===== config.mk =====
export PLATFORM = sky130hd
export DESIGN_NAME = sgf_norm_round_flat
export DESIGN_NICKNAME = d
export VERILOG_FILES = /design/src/rtl/sgf_norm_round_if.sv /design/src/rtl/sgf_norm_round.sv /design/src/flat_wrapper.sv
export SDC_FILE = /design/constraint.sdc
export NUM_CORES = 1
export LEC_CHECK = 0
export CORE_UTILIZATION = 48
export DETAILED_ROUTE_END_ITERATION = 16
export GPL_TIMING_DRIVEN = 0
export MAX_ROUTING_LAYER = met4
export PLACE_DENSITY = 0.77
export REMOVE_ABC_BUFFERS = 1
export SLEW_MARGIN = 0
export SYNTH_ARGS = -nofsm -noshare
export SYNTH_HDL_FRONTEND = slang
export SYNTH_SLANG_ARGS = --single-unit

===== constraint.sdc =====
create_clock -name clk -period 8.4 [get_ports clk]
set_input_delay 0.84 -clock clk [delete_from_list [all_inputs] [get_ports clk]]
set_output_delay 0.84 -clock clk [all_outputs]
set_load 0.005 [all_outputs]

===== src/rtl/sgf_norm_round_if.sv =====
// Handshake and data bundle between the product register and the normalize/round stage.
interface sgf_norm_round_if #(
    parameter int W_Sgf = 53,
    parameter int W_Exp = 11
);
    logic                 start;
    logic [2*W_Sgf+1:0]   P_Sgf;
    logic [W_Exp:0]       Exp_In;
    logic                 busy;
    logic                 done;
    logic [W_Sgf-2:0]     Sgf_Out;
    logic [W_Exp-1:0]     Exp_Out;
    logic                 Ovf_Flag;
    logic                 Zero_Flag;

    modport master (
        output start, P_Sgf, Exp_In,
        input  busy, done, Sgf_Out, Exp_Out, Ovf_Flag, Zero_Flag
    );

    modport slave (
        input  start, P_Sgf, Exp_In,
        output busy, done, Sgf_Out, Exp_Out, Ovf_Flag, Zero_Flag
    );
endinterface


===== src/rtl/sgf_norm_round.sv =====
// FP multiplier back end: normalizes the significand product, rounds to nearest-even,
// renormalizes on rounding carry and saturates to infinity on exponent overflow.
module sgf_norm_round #(
    parameter int W_Sgf = 53,
    parameter int W_Exp = 11
) (
    input  logic             clk,
    input  logic             rst,
    sgf_norm_round_if.slave  bus
);
    localparam int EW = W_Exp + 1;
    localparam logic [EW-1:0] EXP_MAX = {1'b0, {W_Exp{1'b1}}};

    typedef enum logic [2:0] {IDLE, NORM, ROUND, RENORM, DONE} state_t;

    state_t               state;
    logic [2*W_Sgf-1:0]   prod_q;
    logic [EW-1:0]        exp_q;
    logic [W_Sgf-1:0]     mant_q;
    logic                 guard_q;
    logic                 sticky_q;
    logic                 zero_q;
    logic [W_Sgf:0]       sum_q;

    // Top two product bits are guaranteed zero; hidden bit of the rounded sum is implied.
    logic unused_bits;
    assign unused_bits = ^{bus.P_Sgf[2*W_Sgf+1:2*W_Sgf], sum_q[W_Sgf-1]};

    logic                 hi;
    logic [2*W_Sgf-2:0]   norm_bits;
    logic                 sticky_n;
    assign hi        = prod_q[2*W_Sgf-1];
    assign norm_bits = hi ? prod_q[2*W_Sgf-1:1] : prod_q[2*W_Sgf-2:0];
    assign sticky_n  = (|norm_bits[W_Sgf-3:0]) | (hi & prod_q[0]);

    logic                 round_up;
    logic [W_Sgf:0]       sum_n;
    assign round_up = guard_q & (sticky_q | mant_q[0]);
    assign sum_n    = {1'b0, mant_q} + {{W_Sgf{1'b0}}, round_up};

    logic [EW-1:0]        exp_r;
    logic [W_Sgf-2:0]     frac_r;
    logic                 ovf_r;
    assign exp_r  = exp_q + {{W_Exp{1'b0}}, sum_q[W_Sgf]};
    assign frac_r = sum_q[W_Sgf] ? '0 : sum_q[W_Sgf-2:0];
    assign ovf_r  = (exp_r >= EXP_MAX);

    // NOTE: only control and output registers are reset; datapath registers are
    // always written before they are read, so they need no reset.
    always_ff @(posedge clk) begin
        if (rst) begin
            state         <= IDLE;
            bus.busy      <= 1'b0;
            bus.done      <= 1'b0;
            bus.Sgf_Out   <= '0;
            bus.Exp_Out   <= '0;
            bus.Ovf_Flag  <= 1'b0;
            bus.Zero_Flag <= 1'b0;
        end else begin
            bus.done <= 1'b0;
            unique case (state)
                IDLE: if (bus.start) begin
                    prod_q   <= bus.P_Sgf[2*W_Sgf-1:0];
                    exp_q    <= bus.Exp_In;
                    bus.busy <= 1'b1;
                    state    <= NORM;
                end
                NORM: begin
                    mant_q   <= norm_bits[2*W_Sgf-2:W_Sgf-1];
                    guard_q  <= norm_bits[W_Sgf-2];
                    sticky_q <= sticky_n;
                    zero_q   <= ~|prod_q;
                    exp_q    <= exp_q + {{W_Exp{1'b0}}, hi};
                    state    <= ROUND;
                end
                ROUND: begin
                    sum_q <= sum_n;
                    state <= RENORM;
                end
                RENORM: begin
                    // Zero beats overflow: a zero product never saturates.
                    if (zero_q) begin
                        bus.Sgf_Out   <= '0;
                        bus.Exp_Out   <= '0;
                        bus.Ovf_Flag  <= 1'b0;
                        bus.Zero_Flag <= 1'b1;
                    end else if (ovf_r) begin
                        bus.Sgf_Out   <= '0;
                        bus.Exp_Out   <= '1;
                        bus.Ovf_Flag  <= 1'b1;
                        bus.Zero_Flag <= 1'b0;
                    end else begin
                        bus.Sgf_Out   <= frac_r;
                        bus.Exp_Out   <= exp_r[W_Exp-1:0];
                        bus.Ovf_Flag  <= 1'b0;
                        bus.Zero_Flag <= 1'b0;
                    end
                    bus.done <= 1'b1;
                    state    <= DONE;
                end
                DONE: begin
                    bus.busy <= 1'b0;
                    state    <= IDLE;
                end
                default: state <= IDLE;
            endcase
        end
    end
endmodule


===== src/flat_wrapper.sv =====
// flat-port wrapper written by rule: the top's interface ports become plain ports
module sgf_norm_round_flat 
#(
    parameter int W_Sgf = 53,
    parameter int W_Exp = 11
)
  (clk, rst, bus_start, bus_P_Sgf, bus_Exp_In, bus_busy, bus_done, bus_Sgf_Out, bus_Exp_Out, bus_Ovf_Flag, bus_Zero_Flag);
  sgf_norm_round_if #(.W_Sgf(W_Sgf), .W_Exp(W_Exp)) bus_i ();
  input  logic clk;
  input  logic rst;
  input wire logic [$bits(bus_i.start)-1:0] bus_start;
  input wire logic [$bits(bus_i.P_Sgf)-1:0] bus_P_Sgf;
  input wire logic [$bits(bus_i.Exp_In)-1:0] bus_Exp_In;
  output wire logic [$bits(bus_i.busy)-1:0] bus_busy;
  output wire logic [$bits(bus_i.done)-1:0] bus_done;
  output wire logic [$bits(bus_i.Sgf_Out)-1:0] bus_Sgf_Out;
  output wire logic [$bits(bus_i.Exp_Out)-1:0] bus_Exp_Out;
  output wire logic [$bits(bus_i.Ovf_Flag)-1:0] bus_Ovf_Flag;
  output wire logic [$bits(bus_i.Zero_Flag)-1:0] bus_Zero_Flag;
  assign bus_i.start = bus_start;
  assign bus_i.P_Sgf = bus_P_Sgf;
  assign bus_i.Exp_In = bus_Exp_In;
  assign bus_busy = bus_i.busy;
  assign bus_done = bus_i.done;
  assign bus_Sgf_Out = bus_i.Sgf_Out;
  assign bus_Exp_Out = bus_i.Exp_Out;
  assign bus_Ovf_Flag = bus_i.Ovf_Flag;
  assign bus_Zero_Flag = bus_i.Zero_Flag;
  sgf_norm_round #(.W_Sgf(W_Sgf), .W_Exp(W_Exp)) u_core (.clk(clk), .rst(rst), .bus(bus_i));
endmodule

==> results.json <==
{
  "hold_buffers": 0,
  "synth_top_area_share_pct": 58.6,
  "vias": 6821,
  "multi_input_area_um2": 3260,
  "tightest_slew_ns": 1.26,
  "crit_arrival_ns": 3.83,
  "hold_depth": 2,
  "worst_r2r_path_depth": 10,
  "finalMaxSlewViolations": 0,
  "rsz0062_at_grt": "no",
  "hold_viol_final": 0,
  "period_share_pct": 42.5,
  "power.leakage_uw": 0.00508,
  "synth.distinct_cells": 49,
  "crit_required_ns": 8.66,
  "ir_worst_vdd_mv": 0.122,
  "syn_inst": 755,
  "period_minus_slack_ns": 3.57,
  "timing.fmax_mhz": 280,
  "cts_tree": "done",
  "layout_setup_ws_ns": 4.83,
  "ys.flop_type": "edfxtp_1",
  "cts_buffer_depth": 3,
  "fp.dieArea_um2": 24900,
  "dr.pass1.iters": 4,
  "crit_path_end_kind": "flop",
  "p_total_uw": 3130,
  "antenna_found_initial": 0,
  "maxCapViolCount": 0,
  "switching_share_pct": 20.6,
  "wire_per_inst_um": 17.0,
  "numClockSinks": 297,
  "cts-root-buf": "clkbuf_16",
  "pin_count": 190,
  "path_class": "in -> reg",
  "synthArstFlopShare_pct": 0,
  "place_hpwl_um": 16600,
  "m1WireLength_um": 9420,
  "ys_seq_area_share_pct": 70.6,
  "synth_area_leaders": "edfxtp_1 59%, dfxtp_1 12%, mux2_2 5.3%",
  "grt_pass1_vias": 6594,
  "place_congestion": 0.843,
  "start_util_pct": 49.3,
  "cts_made_buffers": 31,
  "grt_usage_pct": 18.5,
  "clkPwrFrac_pct": 39.9,
  "top_layer": "met4",
  "status": "complete, no violations",
  "synth_edf_count": 227,
  "wl_met3_um": 1580,
  "layout-drive-gt1-share_pct": 14.5,
  "powerDensity_nw_per_um2": 209,
  "yosys_warnings": 0,
  "ys_ff_latch": 297,
  "h-tree-depth": 1,
  "post-cts-setup-buffers": 0,
  "fin_nets": 1095,
  "regArea_um2": 8220,
  "die_w_um": 158,
  "via_per_inst": 5.21,
  "coreArea_um2": 23600,
  "initialDrtViolationCount": 340,
  "syn_avg_cell_area_um2": 15.4,
  "switchingPower_uw": 646,
  "numPortBuffers": 187,
  "clk_latency_ns": 0.56,
  "power_frac_comb_pct": 6.1,
  "crit_path_max_fanout": 17,
  "wl_um": 22200,
  "diodes": 0,
  "cts_resized": 0,
  "path_clk_slew_ns": 0.06,
  "die_h_um": 158,
  "slew_headroom_pct": 15.7,
  "final_cell_mix": "227 x edfxtp_1, 187 x clkdlybuf4s50_1, 70 x dfxtp_1",
  "mostFrequentLayoutCell": "edfxtp_1",
  "std_cell_rows": 56,
  "grt_pass1_wl_um": 34200,
  "wl_met2_um": 10900,
  "syn_area_um2": 11600,
  "grt_max_degree": 38,
  "fillerInstances": 1716,
  "finalSetupViolations": 0,
  "route.detailed.drc": 0,
  "seq_power_share_pct": 54.0,
  "startpoint_type": "primary input",
  "syn_to_final_growth_pct": 28.8,
  "post-place-ws_ns": 4.26,
  "yosysTopAreaCell": "edfxtp_1",
  "internal_power_uw": 2480,
  "postRouteAntennaNets": 0,
  "hold_path_class": "reg -> reg",
  "grt-ovfl-total": 0,
  "clock_skew_ns": 0.0192
}
[layout make-up]
class,count,area share [%]
Sequential cell,297,54.8
Tap cell,319,2.66
Clock buffer,51,5.95
Multi-Input combinational cell,426,21.8
Inverter,1,0.0250
Timing Repair Buffer,208,14.4
Clock inverter,7,0.351
[cell families (layout without fill, tap and decap cells)]
| kind of cell | after synthesis | in the layout | share of synthesized area (%) |
|---|---|---|---|
| muxes | 56 | 56 | 5.41 |
| and+or+nand+nor | 204 | 204 | 10.4 |
| xor gates and xnor gates | 70 | 70 | 5.40 |
| buffers and inverters | 32 | 267 | 1.55 |
| adders and majority gates | 7 | 7 | 0.752 |
| DFF | 297 | 297 | 70.6 |
| AOI/OAI and AO/OA | 89 | 89 | 5.92 |
[sequential cells by signal, summed over array words and instances, names as in the netlist]
name,cells
u_core.guard_q,1
u_core.bus.Exp_Out,11
u_core.mant_q,53
u_core.prod_q,106
u_core.bus.Ovf_Flag,1
u_core.bus.busy,1
u_core.bus.done,1
u_core.sticky_q,1
u_core.state,3
u_core.sum_q,53
u_core.zero_q,1
u_core.bus.Sgf_Out,52
u_core.bus.Zero_Flag,1
u_core.exp_q,12
[routing by layer]
metal	global-route usage [%]	vias up
li1	-	3346
met1	23.3	3239
met2	30.4	205
met3	4.16	31
met4	4.44	0
met5	-	-
[Yosys cell counts, types with 5 or more instances]
cell type    n
o21ai_0     11
nor3_1      12
nor2_1      29
buf_2        6
clkbuf_1    17
ha_1         7
dfxtp_1     70
and4_1       5
mux2_2      55
nand2_1     33
nor4_1      27
xor2_1      22
a21oi_1     14
a22oi_1      5
a22o_1      52
nand3_1     29
nand4_1     23
and3_1      15
buf_6        6
edfxtp_1   227
xnor2_1     46
[critical path, cell delays in order]
cell	delay, ns
clkdlybuf4s50_1	0.77
nor2_1	0.28
nand2_1	0.09
nor3_2	0.62
buf_6	0.25
buf_6	0.16
buf_6	0.15
buf_6	0.15
buf_6	0.15
buf_6	0.16
buf_6	0.19
[power by group through the flow]
| stage | Clock, µW | Sequential (µW) | Combinational [µW] |
|---|---|---|---|
| after floorplan | 0 | 1720 | 84.9 |
| after global placement | 0 | 1730 | 166 |
| after detailed placement | 0 | 1720 | 191 |
| after CTS | 1280 | 1690 | 192 |
| after global routing | 1330 | 1690 | 207 |
| final | 1250 | 1690 | 189 |
[worst paths after layout]
| check | from | endpoint | slack, ns |
|---|---|---|---|
| worst max-delay path | rst | u_core.prod_q[18] | 4.83 |
| worst min-delay path | u_core.bus.Exp_Out[5] | u_core.bus.Exp_Out[5] | 0.44 |
| worst max register to register | u_core.state[1] | u_core.prod_q[18] | 5.62 |
| worst min register to register | u_core.bus.Exp_Out[5] | u_core.bus.Exp_Out[5] | 0.44 |
[through the flow]
| stage | setup TNS, ns | util [%] | cells | hold WS, ns | area [µm²] |
|---|---|---|---|---|---|
| 4_1_cts | 0 | 63.5 | 1309 | 0.441 | 15000 |
| 5_1_grt | 0 | 63.5 | 1309 | 0.470 | 15000 |
| 3_5_place_dp | 0 | 59.5 | 1251 | 0.432 | 14000 |
| 6_report | 0 | 63.5 | 1309 | 0.438 | 15000 |
| 2_1_floorplan | -48.06 | - | 724 | 0.435 | 11500 |
| 3_3_place_gp | -403.35 | 58.2 | 1230 | 0.432 | 13700 |
Note: power is estimated with default switching activity, not from simulation.
